==> config.mk <==
export PLATFORM = sky130hd
export DESIGN_NAME = flex_down_timer
export DESIGN_NICKNAME = d
export VERILOG_FILES = /design/src/rtl/flex_down_timer.sv
export SDC_FILE = /design/constraint.sdc
export NUM_CORES = 1
export LEC_CHECK = 0
export ABC_AREA = 0
export CAP_MARGIN = 25
export CELL_PAD_IN_SITES_DETAIL_PLACEMENT = 0
export CELL_PAD_IN_SITES_GLOBAL_PLACEMENT = 1
export CORE_ASPECT_RATIO = 1.1
export CORE_MARGIN = 2
export CORE_UTILIZATION = 47
export DETAILED_ROUTE_END_ITERATION = 16
export DONT_BUFFER_PORTS = 1
export MAX_ROUTING_LAYER = met4
export PLACE_DENSITY_LB_ADDON = 0.1
export SLEW_MARGIN = 10
export SYNTH_ARGS = -nofsm -noshare
export SYNTH_HDL_FRONTEND = slang
export SYNTH_SLANG_ARGS = --single-unit
==> constraint.sdc <==
create_clock -name clk -period 2.8 [get_ports clk]
set_input_delay 0.42 -clock clk [delete_from_list [all_inputs] [get_ports clk]]
set_output_delay 0.42 -clock clk [all_outputs]
set_load 0.1 [all_outputs]
==> src/rtl/flex_down_timer.sv <==
// Programmable down-counter with one-shot / auto-reload modes, pause and abort.
// Latency: count_out = load_val one edge after an accepted start; expire is a registered pulse.
// Backpressure: none; pause freezes the count in RUN, abort returns to IDLE from any state.
module flex_down_timer #(
  parameter int NUM_CNT_BITS = 7
) (
  input  logic                    clk,
  input  logic                    n_rst,
  input  logic                    start,
  input  logic [NUM_CNT_BITS-1:0] load_val,
  input  logic                    periodic,
  input  logic                    pause,
  input  logic                    abort,
  output logic [NUM_CNT_BITS-1:0] count_out,
  output logic                    busy,
  output logic                    done,
  output logic                    expire,
  output logic [7:0]              expire_total
);

  typedef enum logic [1:0] {
    IDLE = 2'd0,
    RUN  = 2'd1,
    DONE = 2'd2
  } state_t;

  localparam logic [NUM_CNT_BITS-1:0] CNT_ONE = {{(NUM_CNT_BITS-1){1'b0}}, 1'b1};

  state_t                  state;
  logic [NUM_CNT_BITS-1:0] reload_val;
  logic                    reload_mode;

  // Status flags come straight from the state register.
  assign busy = (state == RUN);
  assign done = (state == DONE);

  // Control FSM, counter, expire pulse and saturating expiration total.
  always_ff @(posedge clk or negedge n_rst) begin
    if (!n_rst) begin
      state        <= IDLE;
      count_out    <= '0;
      expire       <= 1'b0;
      expire_total <= 8'd0;
      reload_val   <= '0;
      reload_mode  <= 1'b0;
    end else begin
      // expire is a single-cycle pulse unless a terminal count re-asserts it below.
      expire <= 1'b0;
      if (abort) begin
        // Total is deliberately kept so software can read it after an abort.
        state     <= IDLE;
        count_out <= '0;
      end else if (start && (state != RUN)) begin
        if (load_val != '0) begin
          state        <= RUN;
          count_out    <= load_val;
          reload_val   <= load_val;
          reload_mode  <= periodic;
          expire_total <= 8'd0;
        end else begin
          // A zero load expires immediately, whatever the mode.
          state        <= DONE;
          count_out    <= '0;
          expire       <= 1'b1;
          expire_total <= 8'd1;
        end
      end else if ((state == RUN) && !pause) begin
        if (count_out > CNT_ONE) begin
          count_out <= count_out - CNT_ONE;
        end else begin
          // Terminal count: count_out is 1 here, RUN never holds zero.
          expire <= 1'b1;
          if (expire_total != 8'hFF) begin
            expire_total <= expire_total + 8'd1;
          end
          if (reload_mode) begin
            count_out <= reload_val;
          end else begin
            count_out <= '0;
            state     <= DONE;
          end
        end
      end
    end
  end

endmodule

# --- After elaboration in Yosys (flattened, before gate mapping) ---
# Cells that the tools add are included.
totals:
  inputBits: 13
  reg_bits: 26
  output_inout_bits: 18
  wordCells: 49
classes:
  bitwise: 1
  n_eq_ne: 7
  muxes: 22
  n_addsub: 2
  magnitude_cmp: 1
  reduce_logical: 10
op_table:
  columns: ["cell", "count"]
  rows:
  - ["2-to-1 mux 7 bit", 6]
  - ["2-to-1 mux 8 bit", 4]
  - ["2-to-1 mux 2 bit", 6]
  - ["adder 8 x 1 -> 8 bit (second input constant)", 1]
  - ["!= test 8 bit (second input constant)", 1]
  - ["greater-than comparator 7 x 1 -> 1 bit (second input constant)", 1]
  - ["nonzero test 7 bit", 1]
  - ["subtractor 7 x 1 -> 7 bit (second input constant)", 1]
  - ["2-to-1 mux 1 bit", 6]
  - ["AND reduction 3 bit", 2]
  - ["AND reduction 4 bit", 1]
  - ["nonzero test 2 bit", 2]
  - ["!= test 3 x 2 -> 1 bit (second input constant)", 1]
  - ["!= test 3 bit (second input constant)", 1]
  - ["nonzero test 3 bit", 1]
  - ["equality test 2 x 1 -> 1 bit (second input constant)", 1]
  - ["equality test 2 bit (second input constant)", 1]
  - ["logical AND 1 bit", 2]
  - ["!= test 2 x 1 -> 1 bit (second input constant)", 1]
  - ["!= test 2 bit (second input constant)", 1]
  - ["zero test 1 bit", 1]
  - ["inverter 1 bit", 1]

# --- Depth between registers and ports, before layout ---
logic_depth:
  word_depth: 5
  depth_mapped: 7
  depth_no_buf: 6

# --- Worst setup path before layout ---
# No wires, ideal clock.
synth_path:
  path_type: "register to register"
  start: "register count_out[2]"
  end: "register count_out[0]"
  period_less_slack_ns: 2.800
  setup_time_ns: 0.125
  stages_incl_launch_ff: 6
  slack_ns: 0.000
  n_path_buf: 1
  required_ns: 2.675
  t_arrival_ns: 2.675
  cell_sequence: "dfrtp_1 > buf_6 > or4_4 > nor3_2 > mux2_2 > a2111oi_0"
synth_between:
  elab_chain_cells: 5
synth_lines:
  columns: ["element", "line", "rtl"]
  rows:
  - ["start, declared", "14", "output logic [NUM_CNT_BITS-1:0] count_out,"]
  - ["start signal, assigned", "56", "count_out <= load_val;"]
  - ["start signal, assigned", "69", "count_out <= count_out - CNT_ONE;"]
  - ["start signal, assigned", "77", "count_out <= reload_val;"]
  - ["greater-than comparator 7 x 1 -> 1 bit", "68", "if (count_out > CNT_ONE) begin"]
  - ["2-to-1 mux 7 bit", "68", null]
  - ["2-to-1 mux 7 bit", "67", "end else if ((state == RUN) && !pause) begin"]
  - ["2-to-1 mux 7 bit", "53", "end else if (start && (state != RUN)) begin"]
  - ["2-to-1 mux 7 bit", "49", "if (abort) begin"]
# Every way passes these cells. The select of a mux whose other input is x is not followed.
# A chain may end at the register's enable or synchronous reset.

# --- Final worst setup path ---
layout_path:
  start: "register count_out[2]"
  end: "register expire_total[4]"
layout_between:
  elab_chain_cells: 3
layout_lines:
  columns: ["element", "line", "rtl"]
  rows:
  - ["greater-than comparator 7 x 1 -> 1 bit", "68", null]
  - ["!= test 2 bit (no line)", null, null]
  - ["AND reduction 4 bit (no line)", null, null]
  - ["end signal, assigned", "74", "expire_total <= expire_total + 8'd1;"]
  - ["end, declared", "18", "output logic [7:0] expire_total"]
# Every way passes these cells.

==> impl_metrics.tcl <==
set metrics [dict create \
    post_synth_main_area_contributors "sky130_fd_sc_hd__dfrtp_1 42%, sky130_fd_sc_hd__a22o_1 3.9%, sky130_fd_sc_hd__mux2_2 2.9%, sky130_fd_sc_hd__nand2_1 2.9%, sky130_fd_sc_hd__ha_1 2.4%" \
    initialDrtViolationCount 49 \
    timing_hold_violations_final 0 \
    final_area_um2 1760 \
    run_status "complete, but fails checks" \
    grt_max_degree 27 \
    static-leakage-power_nw 0.743 \
    hold_path_end "expire" \
    rsz_0062_raised_after_global_routing "no" \
    cts.hold.buffers_added 2 \
    period_needed_ps 2210 \
    netlist.top_cell.by_area "sky130_fd_sc_hd__dfrtp_1" \
    synth_enable_flop_cells 0 \
    post_synth.cell_area_avg_um2 9.65 \
    yosys_register_bits 26 \
    cts-buffers-inserted 3 \
    crit-reg2reg-capture "expire_total[4]" \
    mappedNetlistNets 177 \
    routed_via_density 6.63 \
    worst_ir_drop_vdd_mv 0.293 \
    violations "design-rule violations" \
    min_period_over_period_pct 78.8 \
    cts_num_sinks 26 \
    synth.most_common_cell "sky130_fd_sc_hd__dfrtp_1" \
    grt_overflow_total 0 \
    grtUsageTotal_pct 24.4 \
    place_ws_ps 633 \
    synth_async_sr_flop_share_pct 100 \
    tritoncts_clock_tree "built" \
    final_setup_violation_count 0 \
    total_of_warnings_raised_by_yosys 0 \
    dp_hpwl_um 3010 \
    start_util_pct 50.1 \
    cts.clk_slew.worst_paths_ps 140 \
    timing.final.ws_setup_ps 593 \
    worstHoldStart "abort" \
    transition_time_at_the_pin_with_the_least_slew_margin_ps 865 \
    place.port_buffers 0 \
    worst_ep_required_time_ps 3050 \
    post_synthesis_cells 161 \
    post_cts.repair.setup_buffers 0 \
    number_of_max_slew_violations_in_the_final_report 0 \
    max-clock-path-buffers 2 \
    wl_per_cell_um 19.6 \
    worst_setup_path_start_kind "flop" \
    route.final.wire_length_um 4150 \
    grt_pass1_wl_um 6930 \
    areaGrowthSynthToFinish_pct 13.4 \
    synthTopCellsByCount "26 x sky130_fd_sc_hd__dfrtp_1, 12 x sky130_fd_sc_hd__nand2_1" \
    synth-main-ff-cell "sky130_fd_sc_hd__dfrtp_1" \
    critical_path_arrival_ps 2460 \
    worst_skew_pair.late_latency_ps 320 \
    post_synth_instance_area_um2 1550 \
    yosysTopAreaCellShare_pct 41.9 \
    number_of_antenna_violations_at_the_first_check_in_global_routing 0 \
    antennaDiodeCount 0 \
    detail-route-antenna-nets 0 \
    vias 1406 \
    die_width_um 58.8 \
    htree_levels 1 \
    max_clock_freq_mhz 453 \
    hold_class "in -> reg" \
    setup.reg_to_reg.worst_slack_ps 590 \
    critPathMaxFanout 14 \
    core-area_um2 3100 \
    die-height_um 64.3 \
    max_capacitance_violation_total 0 \
    layout.nets 195 \
    drc_errors 3 \
    resized_after_cts 0 \
    powerDensity_nw_per_um2 594 \
    clockRootBuffer "sky130_fd_sc_hd__clkbuf_4" \
    critPathKind "reg -> reg" \
    detailedRoute.firstPassIterationCount 10 \
    placementRows 21 \
    slew_limit_headroom_pct 42.3 \
    placed_cell_area_um2 1710 \
    worst_hold_path.num_cells 1 \
    vias_in_the_first_global_route 1475 \
    count_of_cells_along_the_worst_register_to_register_path 4 \
    yosysUniqueCellTypes 50 \
    routability_driven_placement_congestion_ratio 0.845 \
    crit-reg2reg-launch "count_out[2]" \
    die_area_um2 3780 \
    final_layout_size_suffix_gt1_share_pct 20.8 \
    top_level_ports 31 \
    synth.yosys.seq_area_share_pct 41.9 \
    tns_ps 0 \
    critical_path.endpoint_type "flop" \
    clock-skew-final_ps 7.19 \
]
[cell families after synthesis]
family                     Yosys count  synth area share (%)
xor gates and xnor gates             3                  1.69
and+or+nand+nor                     65                  24.6
AOI/OAI and AO/OA                   43                  20.6
muxes                                7                  4.83
adders and majority gates            3                  2.42
DFF                                 26                  41.9
buffers and inverters               14                  4.03
[layer usage]
metal / routed length [µm] / vias up / GRT usage, % / part of all wire, %
li1: - / 654 / - / -
met1: 1730 / 691 / 28.0 / 42
met2: 2040 / 49 / 41.3 / 49
met3: 277 / 12 / 4.25 / 6.7
met4: 103 / 0 / 9.94 / 2.5
met5: 0 / - / - / 0
[registers in the layout (all words and copies together) (netlist names)]
register      count
count_out         7
expire            1
reload_val        7
state             2
expire_total      8
reload_mode       1
[metrics by stage]
step	utilization (%)	total power [mW]	std cells	hold WS [ps]
3_3_place_gp	55.0	0.869	206	125
2_1_floorplan	-	0.790	161	124
3_5_place_dp	55.0	0.873	206	125
5_1_grt	56.9	1.11	212	106
4_1_cts	56.9	1.05	212	133
6_report	56.9	1.05	212	142
[critical path: stages, from the launching register on]
cell and delay (ps):
sky130_fd_sc_hd__dfrtp_2 430, sky130_fd_sc_hd__or4_4 540, sky130_fd_sc_hd__or3_4 480, sky130_fd_sc_hd__or4_1 520, sky130_fd_sc_hd__a21oi_1 160
[layout make-up]
type	count	area, µm²
flip-flops and latches	26	652
repair buffers	22	180
well taps	34	42.5
inverters	5	18.8
multi-input cells	121	843
fillers	291	1340
clock buffers	4	26.3
[power breakdown]
group / internal (mW) / switching (mW) / total (mW)
clock: 0.0558 / 0.111 / 0.166
combinational: 0.140 / 0.287 / 0.427
sequential: 0.415 / 0.0398 / 0.455
[cell usage in the layout (no fill, tap or decap), types with 2 or more instances in the layout]
| cell type | count |
|---|---|
| sky130_fd_sc_hd__a311oi_1 | 4 |
| sky130_fd_sc_hd__nor3b_1 | 2 |
| sky130_fd_sc_hd__or4_1 | 4 |
| sky130_fd_sc_hd__a21oi_1 | 7 |
| sky130_fd_sc_hd__inv_1 | 5 |
| sky130_fd_sc_hd__o211ai_1 | 2 |
| sky130_fd_sc_hd__a22oi_1 | 4 |
| sky130_fd_sc_hd__nand2b_1 | 5 |
| sky130_fd_sc_hd__or2_2 | 2 |
| sky130_fd_sc_hd__and3_1 | 2 |
| sky130_fd_sc_hd__buf_4 | 20 |
| sky130_fd_sc_hd__nor3_1 | 7 |
| sky130_fd_sc_hd__a22o_1 | 7 |
| sky130_fd_sc_hd__mux2_2 | 4 |
| sky130_fd_sc_hd__o21ai_0 | 2 |
| sky130_fd_sc_hd__a211oi_1 | 2 |
| sky130_fd_sc_hd__nor2b_1 | 3 |
| sky130_fd_sc_hd__xnor2_1 | 2 |
| sky130_fd_sc_hd__mux2i_1 | 3 |
| sky130_fd_sc_hd__dfrtp_1 | 25 |
| sky130_fd_sc_hd__ha_1 | 3 |
| sky130_fd_sc_hd__nand2_1 | 12 |
| sky130_fd_sc_hd__nand3_1 | 4 |
| sky130_fd_sc_hd__o22ai_1 | 2 |
| sky130_fd_sc_hd__nor2_1 | 7 |
| sky130_fd_sc_hd__clkbuf_4 | 3 |
| sky130_fd_sc_hd__and2_1 | 2 |
| sky130_fd_sc_hd__o31ai_1 | 3 |
| sky130_fd_sc_hd__nand4_1 | 4 |
| sky130_fd_sc_hd__nor4_1 | 3 |
[worst max path at each step]
stage / cells after the start / start / endpoint
5_1_grt: 4 / count_out[2] / expire_total[6]
3_3_place_gp: 4 / count_out[2] / expire_total[6]
3_5_place_dp: 4 / count_out[2] / expire_total[6]
4_1_cts: 4 / count_out[2] / expire_total[4]
2_1_floorplan: 4 / count_out[5] / count_out[0]
6_report: 4 / count_out[2] / expire_total[4]
Note: power is estimated with default switching activity, not from simulation.
